`config.mk`:
```
export PLATFORM = sky130hd
export DESIGN_NAME = i2s_tx_out
export DESIGN_NICKNAME = d
export VERILOG_FILES = /design/src/rtl/i2s_tx_out.sv
export SDC_FILE = /design/constraint.sdc
export NUM_CORES = 1
export LEC_CHECK = 0
export CELL_PAD_IN_SITES_DETAIL_PLACEMENT = 2
export CELL_PAD_IN_SITES_GLOBAL_PLACEMENT = 2
export CORE_ASPECT_RATIO = 0.9
export CORE_MARGIN = 4
export CORE_UTILIZATION = 37
export CTS_BUF_LIST = sky130_fd_sc_hd__clkbuf_8
export DETAILED_ROUTE_END_ITERATION = 8
export HOLD_SLACK_MARGIN = 0.1
export PLACE_DENSITY_LB_ADDON = 0.1
export SYNTH_ARGS = -nofsm -noshare
export SYNTH_HDL_FRONTEND = slang
export SYNTH_SLANG_ARGS = --single-unit
```
`constraint.sdc`:
```
create_clock -name clk -period 2.1 [get_ports clk]
set_clock_uncertainty 0.1 [all_clocks]
set_input_delay 0.42 -clock clk [delete_from_list [all_inputs] [get_ports clk]]
set_output_delay 0.42 -clock clk [all_outputs]
set_load 0.02 [all_outputs]
```
`src/rtl/i2s_tx_out.sv`:
```
// I2S transmit output stage: rescales 32-bit samples to saturated 16-bit words and
// serialises each as a mono-duplicated I2S frame with locally generated bclk/lrclk.
module i2s_tx_out #(
    parameter int IN_WIDTH  = 32,
    parameter int OUT_WIDTH = 16,
    parameter int SHIFT     = 4,
    parameter int BCLK_DIV  = 4
) (
    input  logic                clk,
    input  logic                rst,
    input  logic                valid,
    input  logic [IN_WIDTH-1:0] sample_in,
    output logic                ready,
    output logic                bclk,
    output logic                lrclk,
    output logic                sdata,
    output logic                overrun,
    output logic                underrun
);
    localparam int WW = IN_WIDTH + SHIFT;
    localparam int FW = 2 * OUT_WIDTH;
    localparam int DW = $clog2(BCLK_DIV);
    localparam int BW = $clog2(FW);

    localparam logic [DW-1:0] DIV_LAST = DW'(BCLK_DIV - 1);
    localparam logic [BW-1:0] BIT_LAST = BW'(FW - 1);
    localparam logic [BW-1:0] BIT_HALF = BW'(OUT_WIDTH);

    localparam logic signed [WW-1:0] SAT_MAX = {{(WW-OUT_WIDTH+1){1'b0}}, {(OUT_WIDTH-1){1'b1}}};
    localparam logic signed [WW-1:0] SAT_MIN = {{(WW-OUT_WIDTH+1){1'b1}}, {(OUT_WIDTH-1){1'b0}}};

    typedef enum logic {IDLE, RUN} state_t;

    state_t               state_q;
    logic [DW-1:0]        div_cnt_q;
    logic                 bclk_q;
    logic                 lrclk_q;
    logic [BW-1:0]        bit_cnt_q;
    logic [BW-1:0]        bit_cnt_d;
    logic [FW-1:0]        shreg_q;
    logic [OUT_WIDTH-1:0] buf_q;
    logic                 buf_full_q;
    logic                 buf_full_d;
    logic                 ready_q;
    logic                 overrun_q;
    logic                 underrun_q;

    logic signed [WW-1:0] wide;
    logic [OUT_WIDTH-1:0] sat_word;
    logic                 div_wrap;
    logic                 fall_ev;
    logic                 load_ev;

    assign div_wrap  = (div_cnt_q == DIV_LAST);
    assign fall_ev   = div_wrap && bclk_q;
    assign bit_cnt_d = (bit_cnt_q == BIT_LAST) ? '0 : bit_cnt_q + 1'b1;
    // Loading as bit_cnt enters 1 gives the one-bclk I2S data delay after lrclk.
    assign load_ev   = fall_ev && (bit_cnt_q == '0);

    always_comb begin
        wide = {{SHIFT{sample_in[IN_WIDTH-1]}}, sample_in};
        wide = wide <<< SHIFT;
        if (wide > SAT_MAX)
            sat_word = {1'b0, {(OUT_WIDTH-1){1'b1}}};
        else if (wide < SAT_MIN)
            sat_word = {1'b1, {(OUT_WIDTH-1){1'b0}}};
        else
            sat_word = wide[OUT_WIDTH-1:0];
    end

    always_ff @(posedge clk or posedge rst) begin
        if (rst) begin
            div_cnt_q <= '0;
            bclk_q    <= 1'b0;
            bit_cnt_q <= '0;
            lrclk_q   <= 1'b0;
        end else begin
            div_cnt_q <= div_wrap ? '0 : div_cnt_q + 1'b1;
            if (div_wrap)
                bclk_q <= ~bclk_q;
            if (fall_ev) begin
                bit_cnt_q <= bit_cnt_d;
                if (bit_cnt_d == '0)
                    lrclk_q <= 1'b0;
                else if (bit_cnt_d == BIT_HALF)
                    lrclk_q <= 1'b1;
            end
        end
    end

    // A new sample always lands; the load only frees the buffer if nothing arrives.
    always_comb begin
        buf_full_d = buf_full_q;
        if (valid)
            buf_full_d = 1'b1;
        else if (load_ev && buf_full_q)
            buf_full_d = 1'b0;
    end

    always_ff @(posedge clk or posedge rst) begin
        if (rst) begin
            buf_q      <= '0;
            buf_full_q <= 1'b0;
            ready_q    <= 1'b1;
            overrun_q  <= 1'b0;
        end else begin
            buf_full_q <= buf_full_d;
            ready_q    <= !buf_full_d;
            overrun_q  <= valid && buf_full_q && !load_ev;
            if (valid)
                buf_q <= sat_word;
        end
    end

    always_ff @(posedge clk or posedge rst) begin
        if (rst) begin
            state_q    <= IDLE;
            shreg_q    <= '0;
            underrun_q <= 1'b0;
        end else begin
            underrun_q <= 1'b0;
            if (load_ev) begin
                case (state_q)
                    IDLE: begin
                        if (buf_full_q) begin
                            shreg_q <= {buf_q, buf_q};
                            state_q <= RUN;
                        end else begin
                            shreg_q <= '0;
                        end
                    end
                    RUN: begin
                        if (buf_full_q) begin
                            shreg_q <= {buf_q, buf_q};
                        end else begin
                            shreg_q    <= '0;
                            underrun_q <= 1'b1;
                        end
                    end
                endcase
            end else if (fall_ev) begin
                shreg_q <= {shreg_q[FW-2:0], 1'b0};
            end
        end
    end

    assign bclk     = bclk_q;
    assign lrclk    = lrclk_q;
    assign sdata    = shreg_q[FW-1];
    assign ready    = ready_q;
    assign overrun  = overrun_q;
    assign underrun = underrun_q;

endmodule

```
-- Word-level counts from Yosys, hierarchy flattened
Index checks and enable logic that the tools add are counted.
- register bits after elaboration: 62
- input bits: 35
- output and inout port bits: 6
- $add $sub $neg: 2
- order comparisons: 2
- equal/unequal tests: 3
- multiplexer cells: 16
- bitwise operators: 1
- reductions and logical operators: 12
- operator list (cell ; count):
    32-bit two-way mux ; 3
    36-bit by 16-bit > comparator with 1-bit output, second input constant ; 1
    36-bit by 16-bit less-than comparator with 1-bit output, second input constant ; 1
    16-bit two-way mux ; 2
    5-bit equality test, second input constant ; 2
    5-bit zero test ; 2
    1-bit two-way mux ; 9
    5-bit by 1-bit adder with 5-bit output, second input constant ; 1
    1-bit logical AND ; 5
    5-bit two-way mux ; 1
    2-bit nonzero test ; 2
    2-bit by 1-bit adder with 2-bit output, second input constant ; 1
    2-bit equality test, second input constant ; 1
    1-bit zero test ; 2
    2-bit two-way mux ; 1
    2-bit AND reduction ; 1
    1-bit NOT ; 1

-- Logic depth before layout (Yosys ltp)
Gate-level depths: netlist (run 1).
- word-level depth: 7
- mapped depth: 7
- depth with buffers taken out: 6

-- Worst setup path before layout (run 1)
No wires, ideal clock.
- kind: register to register
- from: reg bit_cnt_q[0]
- to: reg lrclk_q (netlist: lrclk)
- library setup time: 0.125 ns
- arrival time: 1.705 ns
- path slack: 0.170 ns
- stages on the path, launching flop included: 6
- path buffers: 0
- period minus slack after synthesis: 1.930 ns
- cells stage by stage: dfrtp_1 > ha_1 > and3_2 > ha_1 > o311ai_1 > mux2_2
- longest elaborated chain between the ends: 5
- elaborated cells between the ends (all ways): 8
- classes of those cells: add/sub: 1; eq/ne: 2; mux: 2; reduce/logical: 3
- ends and longest elaborated chain (item ; line ; source):
    start: declaration ; 38 ; logic [BW-1:0] bit_cnt_q;
    start signal: assignment ; 82 ; bit_cnt_q <= bit_cnt_d;
    5-bit by 1-bit adder with 5-bit output / 5-bit equality test (equally long branches) ; 56 ; assign bit_cnt_d = (bit_cnt_q == BIT_LAST) ? '0 : bit_cnt_q + 1'b1;
    5-bit two-way mux * ; 56 ;
    5-bit equality test / 5-bit zero test (equally long branches) ; 85, 83 ;
    2-bit nonzero test (no line) ; - ;
    2-bit AND reduction (no line) ; - ;
    end signal: assignment ; 76 ; lrclk_q <= 1'b0;
    end signal: assignment ; 84 ; lrclk_q <= 1'b0;
    end signal: assignment ; 86 ; lrclk_q <= 1'b1;
    end: declaration ; 37 ; logic lrclk_q;
Every way passes the cells marked *; elsewhere a longest branch is shown, timed or not.
A chain may end at the register's enable or synchronous reset.

-- Worst setup path in the final report (run 1)
- from: reg ready_q (netlist: ready)
- to: out ready
- RTL lines (item ; line ; source):
    start: declaration ; 44 ; logic ready_q;
    start signal: assignment ; 108 ; ready_q <= !buf_full_d;
    end: declaration ; 13 ; output logic ready,
No word-level cell between the ends.

==> results of run 1 <==
-- area by class of cell --
type,count,area (um^2)
fill,702,3640
sequential,59,1480
multi-input combinational,144,1090
timing repair buffer,54,531
clock buffer,9,124
tap,93,116
clock inverter,7,100
inverter,17,63.8
-- cells by family after synthesis --
family / count (synthesis) / share of synthesized area [%]
muxes: 4 / 1.59
AOI/OAI and AO/OA: 89 / 26.1
adders and majority gates: 5 / 2.28
and+or+nand+nor: 45 / 9.51
DFF: 59 / 53.8
xor gates and xnor gates: 1 / 0.319
buffers and inverters: 34 / 6.42
-- layout by cell type (no fill, tap or decap), types with 2 or more instances in the layout --
master,instances
a21o_1,6
a21o_2,7
a21oi_1,11
a31oi_1,12
and3_1,2
buf_12,2
buf_4,12
bufinv_16,2
clkbuf_8,9
clkdlybuf4s50_1,40
clkinv_4,3
dfrtp_1,58
ha_1,5
inv_1,16
mux2_2,3
nand2_1,7
nand2_4,2
nand4_1,6
nor2_1,14
nor3_1,3
nor4_1,5
o21ai_0,15
o221a_2,30
-- layer usage --
layer  GRT usage (%)  up-vias
li1                -      993
met1            22.1     1077
met2            25.1       48
met3            4.64       10
met4            6.48        0
met5               0        -
-- state kept, by name (all words and copies together), names as in the netlist --
register,count
bit_cnt_q,5
underrun,1
buf_full_q,1
div_cnt_q,2
shreg_q,32
overrun,1
buf_q,13
state_q,1
bclk,1
lrclk,1
ready,1
-- power groups by stage --
| stage | Sequential [mW] | Clock [mW] | Combinational, mW |
|---|---|---|---|
| 5_1_grt | 1.27 | 1.27 | 0.276 |
| 2_1_floorplan | 1.27 | 0 | 0.130 |
| 3_3_place_gp | 1.28 | 0 | 0.239 |
| 3_5_place_dp | 1.28 | 0 | 0.252 |
| 4_1_cts | 1.26 | 1.21 | 0.253 |
| 6_report | 1.26 | 1.18 | 0.247 |
-- path summary, 6_finish.rpt --
kind / depth (start not counted) / end
worst max-delay path: 1 / ready
worst min-delay path: 2 / shreg_q[20]
worst max register to register: 5 / lrclk
worst min register to register: 1 / div_cnt_q[0]
max in group asynchronous: 3 / buf_q[5]
min in group clk: 1 / div_cnt_q[0]
-- through the flow --
stage          worst slack (ns)  hold WS [ns]  total power [mW]  instances  cell area, um^2
2_1_floorplan             0.125         0.310              1.40        237             2750
3_3_place_gp             0.0970         0.321              1.52        367             3280
3_5_place_dp             0.0745         0.336              1.53        367             3280
4_1_cts                  0.0846         0.287              2.72        383             3510
5_1_grt                  0.0378         0.323              2.81        383             3510
6_report                  0.115         0.292              2.68        383             3510
-- worst register-to-register path, stage by stage (launching register included) --
cell and delay (ns):
dfrtp_1 0.41, ha_1 0.26, and3_2 0.23, ha_1 0.19, o311ai_1 0.30, mux2_2 0.37
==> metrics.cfg, run 1 <==
[yosys]
netlist_top_cells_area = dfrtp_1 53%, o221a_2 12%, a31oi_1 2.7%
synth_edf_count = 0
synth.most_common_cell = dfrtp_1
synth.avg_cell_area_um2 = 11.6
synth_commonest_cells = 58 x dfrtp_1, 30 x o221a_2, 17 x inv_1
syn-cell-area_mm2 = 0.00275
syn_nets = 277
yosys_warnings = 0
netlist_instances = 237
synth-seq-cells = 59
synth_top_area_cell = dfrtp_1
synthDistinctLibCells = 40
ys_seq_area_share_pct = 53.8
ys.flop_type = dfrtp_1
synth-async-reset-ratio_pct = 100
yosysTopAreaCellShare_pct = 52.8

[placement]
gp_congestion = 0.706
portBuffers = 40
place_hpwl_um = 4990

[sta]
fmax_ghz = 0.504
timing.final.crit_share_pct = 94.5
slew_headroom_pct = 61.2
worst_pin_slew_ns = 0.579
rsz0062_at_grt = false
fin_crit_ns = 1.99
drv_slew = 0
tns_ns = 0
finalSetupViolations = 0
timing_hold_violations_final = 0

[power]
pwr-share-clk_pct = 43.8
p_switching_mw = 0.646
p_leak_nw = 1.48
seq_power_share_pct = 47.0
vdd_drop_max_uv = 286
p_per_area_mw_per_mm2 = 765
p_int_mw = 2.04
p_comb_share_pct = 9.2
sw_frac_of_total_pct = 24.1

[critical_path]
timing.rr.start = bit_cnt_q[0]
cp.required_ns = 1.58
worstPathMaxFanout = 1
rrSetupSlack_ns = 0.14
worstPathBufferInverterCount = 1
critical_path.top_delay_family = buffers and inverters
arrival_ns = 1.47
critPathKind = register to output pin
cp-end-kind = output pin
crit_chain = clkdlybuf4s50_1
crit_slowest_cell = clkdlybuf4s50_1
startpoint = ready
cp-start-kind = register
cpPeakStageDelay_ns = 0.59

[floorplan]
fp.dieH_um = 89.8
die_x_um = 98.9
fp.coreArea_mm2 = 0.00715
dieArea_mm2 = 0.00887
ioPinCount = 41
start_util_pct = 38.5
rows = 29

[global_routing]
grt_max_degree = 32
grt_use_total_pct = 16.5
antenna_found_initial = 0
grt_pass1_vias = 2358
grt-ovfl-total = 0
grt_pass1_wl_um = 11600

[run]
maxCapViolCount = 0

[clocking]
cts_buffer_depth = 2
clk_latency_ns = 0.35
cts_tree = yes
clock-sinks = 59
clk_pin_slew_ns = 0.08
cts_setup_buffers = 0
cts_buffers = 9
cts_resized = 0
cts_hold_buf = 0
root_buffer = clkbuf_8
htreeDepth = 3

[routing]
wl_met2_um = 3170
drt_wl_total_um = 6880
vias_per_cell = 5.56
ant_nets = 0
firstDrtPassIters = 4
dr.max_layer_used = met4
via_count = 2128
drtIter0Drc = 52
wire_per_inst_um = 18.0
drc = 0
wl_met1_um = 3230
dr_wl_met3_um = 345

[finish]
antennaDiodeCount = 0
fin_nets = 325
drive_gt1_share_pct = 27.6
final_util_pct = 49.1
area_delta_synth_final_pct = 27.6

[hold_path]
min_path_type = input port to async pin

[run_status]
outcome = finished clean

(Power assumes the default switching activity.)
==> run 2, diff against run 1 <==
Settings changed: CORE_UTILIZATION 37 to 40, SKIP_CTS_REPAIR_TIMING set to 1.
Clock period 2.1 ns to 2.3 ns, I/O delays scaled along.
==> run 2 against run 1 <==
Total power down 14%. Sequential cell count did not move. Hold slack gained 0.072 ns. Via count is 2.8% lower. Cell area fell by 3.2%. Clock power fell by 21%. Count of clock-buffer cells in the layout rose by 2. Worst setup slack better by 0.080 ns. First-iteration DRC count up 50%. Core utilization is 2.2 points higher. Largest power group unchanged.
==> metrics.cfg, run 2 (synthesized netlist as in run 1, its figures left out) <==
[finish]
area_delta_synth_final_pct = 23.4
mostFrequentLayoutCell = dfrtp_1
top_regs = shreg_q x32, buf_q x13, bit_cnt_q x5
fin_nets = 316  ; -2.8%
stdcell_count = 370  ; -3.4%
antennaDiodeCount = 0  ; unchanged
most-common-layout-cells = 58 x dfrtp_1, 40 x clkdlybuf4s50_1, 30 x o221a_2
seq_area_mm2 = 0.00148  ; unchanged
top_register = shreg_q
fillers = 669  ; -4.7%
drive_gt1_share_pct = 24.3  ; -3.3 points
largest_reg_flops = 32  ; unchanged
multi_input_area_mm2 = 0.00109  ; unchanged

[power]
finalPower_mw = 2.31  ; -14%
p_leak_nw = 1.42  ; -3.6%
p_per_area_mw_per_mm2 = 680  ; -11%
vdd_drop_max_uv = 251  ; -12%

[routing]
vias_per_cell = 5.59  ; +0.64%
firstDrtPassIters = 4  ; unchanged
drt_wl_total_um = 6640  ; -3.5%
ant_nets = 0  ; unchanged
drtIter0Drc = 78  ; +50%
drc = 0  ; unchanged
wire_per_inst_um = 17.9  ; -0.11%
via_count = 2069  ; -2.8%

[sta]
worst_pin_slew_ns = 0.551  ; -0.0287 ns
fmax_ghz = 0.475
tns_ns = 0  ; unchanged
timing.final.ws_setup_ns = 0.194  ; +0.0799 ns
finalSetupViolations = 0  ; unchanged
timing_hold_violations_final = 0  ; unchanged
timing.hold.ws_ns = 0.364  ; +0.0721 ns
timing.final.crit_share_pct = 91.5
fin_crit_ns = 2.11
rsz0062_at_grt = false
drv_slew = 0  ; unchanged
slew_headroom_pct = 63.1  ; +1.9 points

[clocking]
clk_pin_slew_ns = 0.06  ; -0.02 ns
cts_buffers = 9  ; unchanged
clk_latency_ns = 0.33  ; -0.02 ns
clock-sinks = 59  ; unchanged
htreeDepth = 3  ; unchanged
cts_tree = yes
root_buffer = clkbuf_8
cts_buffer_depth = 2  ; unchanged

[floorplan]
ioPinCount = 41  ; unchanged
fp.dieH_um = 86.6  ; -3.5%
rows = 28  ; -3.4%
start_util_pct = 41.5  ; +3.1 points
die_x_um = 95.4  ; -3.5%
fp.coreArea_mm2 = 0.00662  ; -7.4%
dieArea_mm2 = 0.00826  ; -6.9%

[global_routing]
antenna_found_initial = 0  ; unchanged
grt_max_degree = 60  ; +88%
grt_pass1_wl_um = 11400  ; -2.2%
grt_pass1_vias = 2223  ; -5.7%
grt_use_total_pct = 18.1  ; +1.7 points
grt-ovfl-total = 0  ; unchanged

[critical_path]
cp-start-kind = register
critPathKind = register to register
arrival_ns = 2.22  ; +0.75 ns
cp-end-kind = register
cp.required_ns = 2.41  ; +0.83 ns
timing.rr.start = bit_cnt_q[0]
startpoint = bit_cnt_q[0]
worstPathMaxFanout = 7  ; +6

[placement]
pre_cts_slack_ns = 0.246  ; +0.172 ns
portBuffers = 40  ; unchanged
gp_congestion = 0.738  ; +4.6%
place_hpwl_um = 4540  ; -9.0%
placedCellCount = 355  ; -3.3%

[run]
maxCapViolCount = 0  ; unchanged

[hold_path]
hold_start = div_cnt_q[0]
min_path_type = register to register

[run_status]
outcome = finished clean

## run 2: per-layer routing
layer	vias up	share of wire, %	global-route usage, %	wire [um]
li1	978	-	-	-
met1	1037	47	24.5	3140
met2	44	47	28.5	3110
met3	10	3.9	3.47	260
met4	0	1.8	7.75	121
met5	-	0	0	0
## run 2: per-stage QoR
step | utilization (%) | area [um^2]
2_1_floorplan | - | 2750
3_3_place_gp | 48.3 | 3200
3_5_place_dp | 48.3 | 3200
4_1_cts | 51.2 | 3390
5_1_grt | 51.2 | 3390
6_report | 51.2 | 3390
## run 2: critical path, stage by stage, from the launching register on
cell	delay [ns]
dfrtp_1	0.45
ha_1	0.28
and3_2	0.24
ha_1	0.23
o311ai_1	0.32
mux2_2	0.37
## run 2: layout make-up
cell class | count | area share (%)
sequential | 59 | 43.5
multi-input combinational | 144 | 32.3
timing repair buffer | 45 | 13.3
clock buffer | 11 | 4.46
tap | 90 | 3.32
inverter | 17 | 1.88
clock inverter | 4 | 1.25
## run 2: final timing paths
kind	end	depth (start not counted)	slack, ns
min in group asynchronous	shreg_q[1]	3	0.42
worst max register to register	lrclk	5	0.19
worst min register to register	div_cnt_q[0]	1	0.36
worst min-delay path	div_cnt_q[0]	1	0.36
worst max-delay path	lrclk	5	0.19
max in group asynchronous	ready	3	1.40
## run 2: power by group
part	switching (mW)	total (mW)	internal, mW
registers	0.0442	1.15	1.11
clock network	0.393	0.937	0.544
logic	0.0856	0.218	0.132
total	0.523	2.31	1.78
==> run 3, diff against run 2 <==
Settings changed: CTS_BUF_LIST sky130_fd_sc_hd__clkbuf_8 to sky130_fd_sc_hd__clkbuf_2 sky130_fd_sc_hd__clkbuf_4 sky130_fd_sc_hd__clkbuf_8.
==> run 3 against run 2 <==
Cell count is the same. Sequential power about the same. Worst setup slack lost 0.0030 ns. Hold slack got worse by 0.030 ns. Cell area grew 0.22%. Routed wire length is 0.33% higher. Count of clock-buffer cells in the layout up 2. Core utilization grew 0.11 points. Sequential share of layout area decreased by 0.096 points. Register-to-register slack hardly changed. Non-clock buffer count is the same. Critical path depth is the same. Largest power group unchanged.
==> metrics.cfg, run 3 (synthesized netlist as in run 1, its figures left out) <==
[run_status]
outcome = finished clean

[run]
maxCapViolCount = 0  ; unchanged

[clocking]
cts_buffers = 9  ; unchanged
cts_buffer_depth = 2  ; unchanged
clock-sinks = 59  ; unchanged
clk_latency_ns = 0.33  ; about the same
cts_tree = yes
clk_pin_slew_ns = 0.06  ; about the same
htreeDepth = 3  ; unchanged
root_buffer = clkbuf_8

[critical_path]
critPathKind = register to register
arrival_ns = 2.22  ; about the same
crit_slowest_cell = dfrtp_1
timing.critical_path.mode_cell = ha_1
crit_chain = ha_1 > and3_2 > ha_1 > o311ai_1 > mux2_2
cp-start-kind = register
cpPeakStageDelay_ns = 0.45  ; about the same
rrSetupSlack_ns = 0.19  ; about the same
worstPathMaxFanout = 7  ; unchanged
rr_endpoint = lrclk
timing.rr.start = bit_cnt_q[0]
worstPathBufferInverterCount = 0  ; unchanged
reg2regPathDepth = 5  ; unchanged
cp.required_ns = 2.41  ; about the same
cp-end-kind = register
critical_path.top_delay_family = adder cells

[sta]
slew_headroom_pct = 59.9  ; -3.2 points
timing.hold.ws_ns = 0.334  ; -0.0300 ns
timing_hold_violations_final = 0  ; unchanged
worst_pin_slew_ns = 0.599  ; +0.0478 ns
fmax_ghz = 0.474  ; -0.14%
tns_ns = 0  ; unchanged
fin_crit_ns = 2.11  ; +0.00305 ns
finalSetupViolations = 0  ; unchanged
timing.final.crit_share_pct = 91.7  ; +0.13 points
rsz0062_at_grt = false
drv_slew = 0  ; unchanged

[placement]
place_hpwl_um = 4540  ; unchanged
portBuffers = 40  ; unchanged
placedCellCount = 355  ; unchanged
gp_congestion = 0.738  ; unchanged

[hold_path]
min_path_type = register to register
min_path_cells = 1  ; unchanged
worstHoldEndpoint = div_cnt_q[0]
hold_start = div_cnt_q[0]

[finish]
most-common-layout-cells = 58 x dfrtp_1, 40 x clkdlybuf4s50_1, 30 x o221a_2
multi_input_area_mm2 = 0.00109  ; unchanged
drive_gt1_share_pct = 25.0  ; +0.71 points
fillers = 669  ; unchanged
largest_reg_flops = 32  ; unchanged
seq_area_mm2 = 0.00148  ; unchanged
area_delta_synth_final_pct = 23.7
stdcell_count = 370  ; unchanged
top_regs = shreg_q x32, buf_q x13, bit_cnt_q x5
top_register = shreg_q
mostFrequentLayoutCell = dfrtp_1
antennaDiodeCount = 0  ; unchanged
fin_nets = 316  ; unchanged

[routing]
ant_nets = 0  ; unchanged
firstDrtPassIters = 4  ; unchanged
via_count = 2059  ; -0.48%
drt_wl_total_um = 6660  ; +0.33%
drtIter0Drc = 74  ; -5.1%
drc = 0  ; unchanged
wire_per_inst_um = 18.0  ; +0.33%
vias_per_cell = 5.56  ; -0.48%

[global_routing]
grt_max_degree = 60  ; unchanged
grt_use_total_pct = 18.0  ; -0.15 points
grt_pass1_wl_um = 11300  ; -1.1%
grt-ovfl-total = 0  ; unchanged
antenna_found_initial = 0  ; unchanged
grt_pass1_vias = 2207  ; -0.72%

[power]
p_per_area_mw_per_mm2 = 687  ; +1.1%
vdd_drop_max_uv = 249  ; -1.0%
p_leak_nw = 1.42  ; -0.10%

[floorplan]
rows = 28  ; unchanged
fp.dieH_um = 86.6  ; unchanged
dieArea_mm2 = 0.00826  ; unchanged
fp.coreArea_mm2 = 0.00662  ; unchanged
ioPinCount = 41  ; unchanged
die_x_um = 95.4  ; unchanged
start_util_pct = 41.5  ; unchanged

==> run 3: changes by cell type in the layout (fill, tap and decap cells not counted), sizes merged <==
| cell | delta |
|---|---|
| clkbuf | +2 |
| inv | -2 |
==> run 3: worst max path at each step <==
stage / cells after the start / to / start / slack [ns]
after floorplan: 1 / bclk / rst / 0.29
after detailed placement: 5 / lrclk / bit_cnt_q[0] / 0.25
after global placement: 5 / buf_q[3] / sample_in[14] / 0.28
final: 5 / lrclk / bit_cnt_q[0] / 0.19
after global routing: 5 / lrclk / bit_cnt_q[0] / 0.09
after CTS: 5 / lrclk / bit_cnt_q[0] / 0.18
==> run 3: layout make-up <==
type / count / area share (%)
clock inverter: 2 / 1.03
clock buffer: 13 / 4.89
tap: 90 / 3.31
sequential: 59 / 43.5
inverter: 17 / 1.88
timing repair buffer: 45 / 13.2
multi-input combinational: 144 / 32.2
==> run 3: per-stage QoR <==
| step | setup WS (ns) | total power [mW] | util [%] | instance area, um^2 |
|---|---|---|---|---|
| after detailed placement | 0.246 | 1.39 | 48.3 | 3200 |
| after global routing | 0.0900 | 2.45 | 51.4 | 3400 |
| after global placement | 0.285 | 1.38 | 48.3 | 3200 |
| after floorplan | 0.285 | 1.28 | - | 2750 |
| after CTS | 0.181 | 2.36 | 51.4 | 3400 |
| final | 0.191 | 2.34 | 51.4 | 3400 |
==> run 3: metal layers <==
metal / GRT usage, % / part of all wire, % / vias to the layer above
met5: 0 / 0 / -
met4: 7.75 / 1.8 / 0
met3: 3.47 / 3.9 / 10
met2: 28.3 / 47 / 43
met1: 24.3 / 48 / 1030
li1: - / - / 976
==> run 3: where the power goes <==
group          switching (mW)  internal [mW]  total (mW)
clock                   0.390          0.576       0.966
combinational          0.0861          0.132       0.218
sequential             0.0440           1.11        1.15
total                   0.520           1.82        2.34
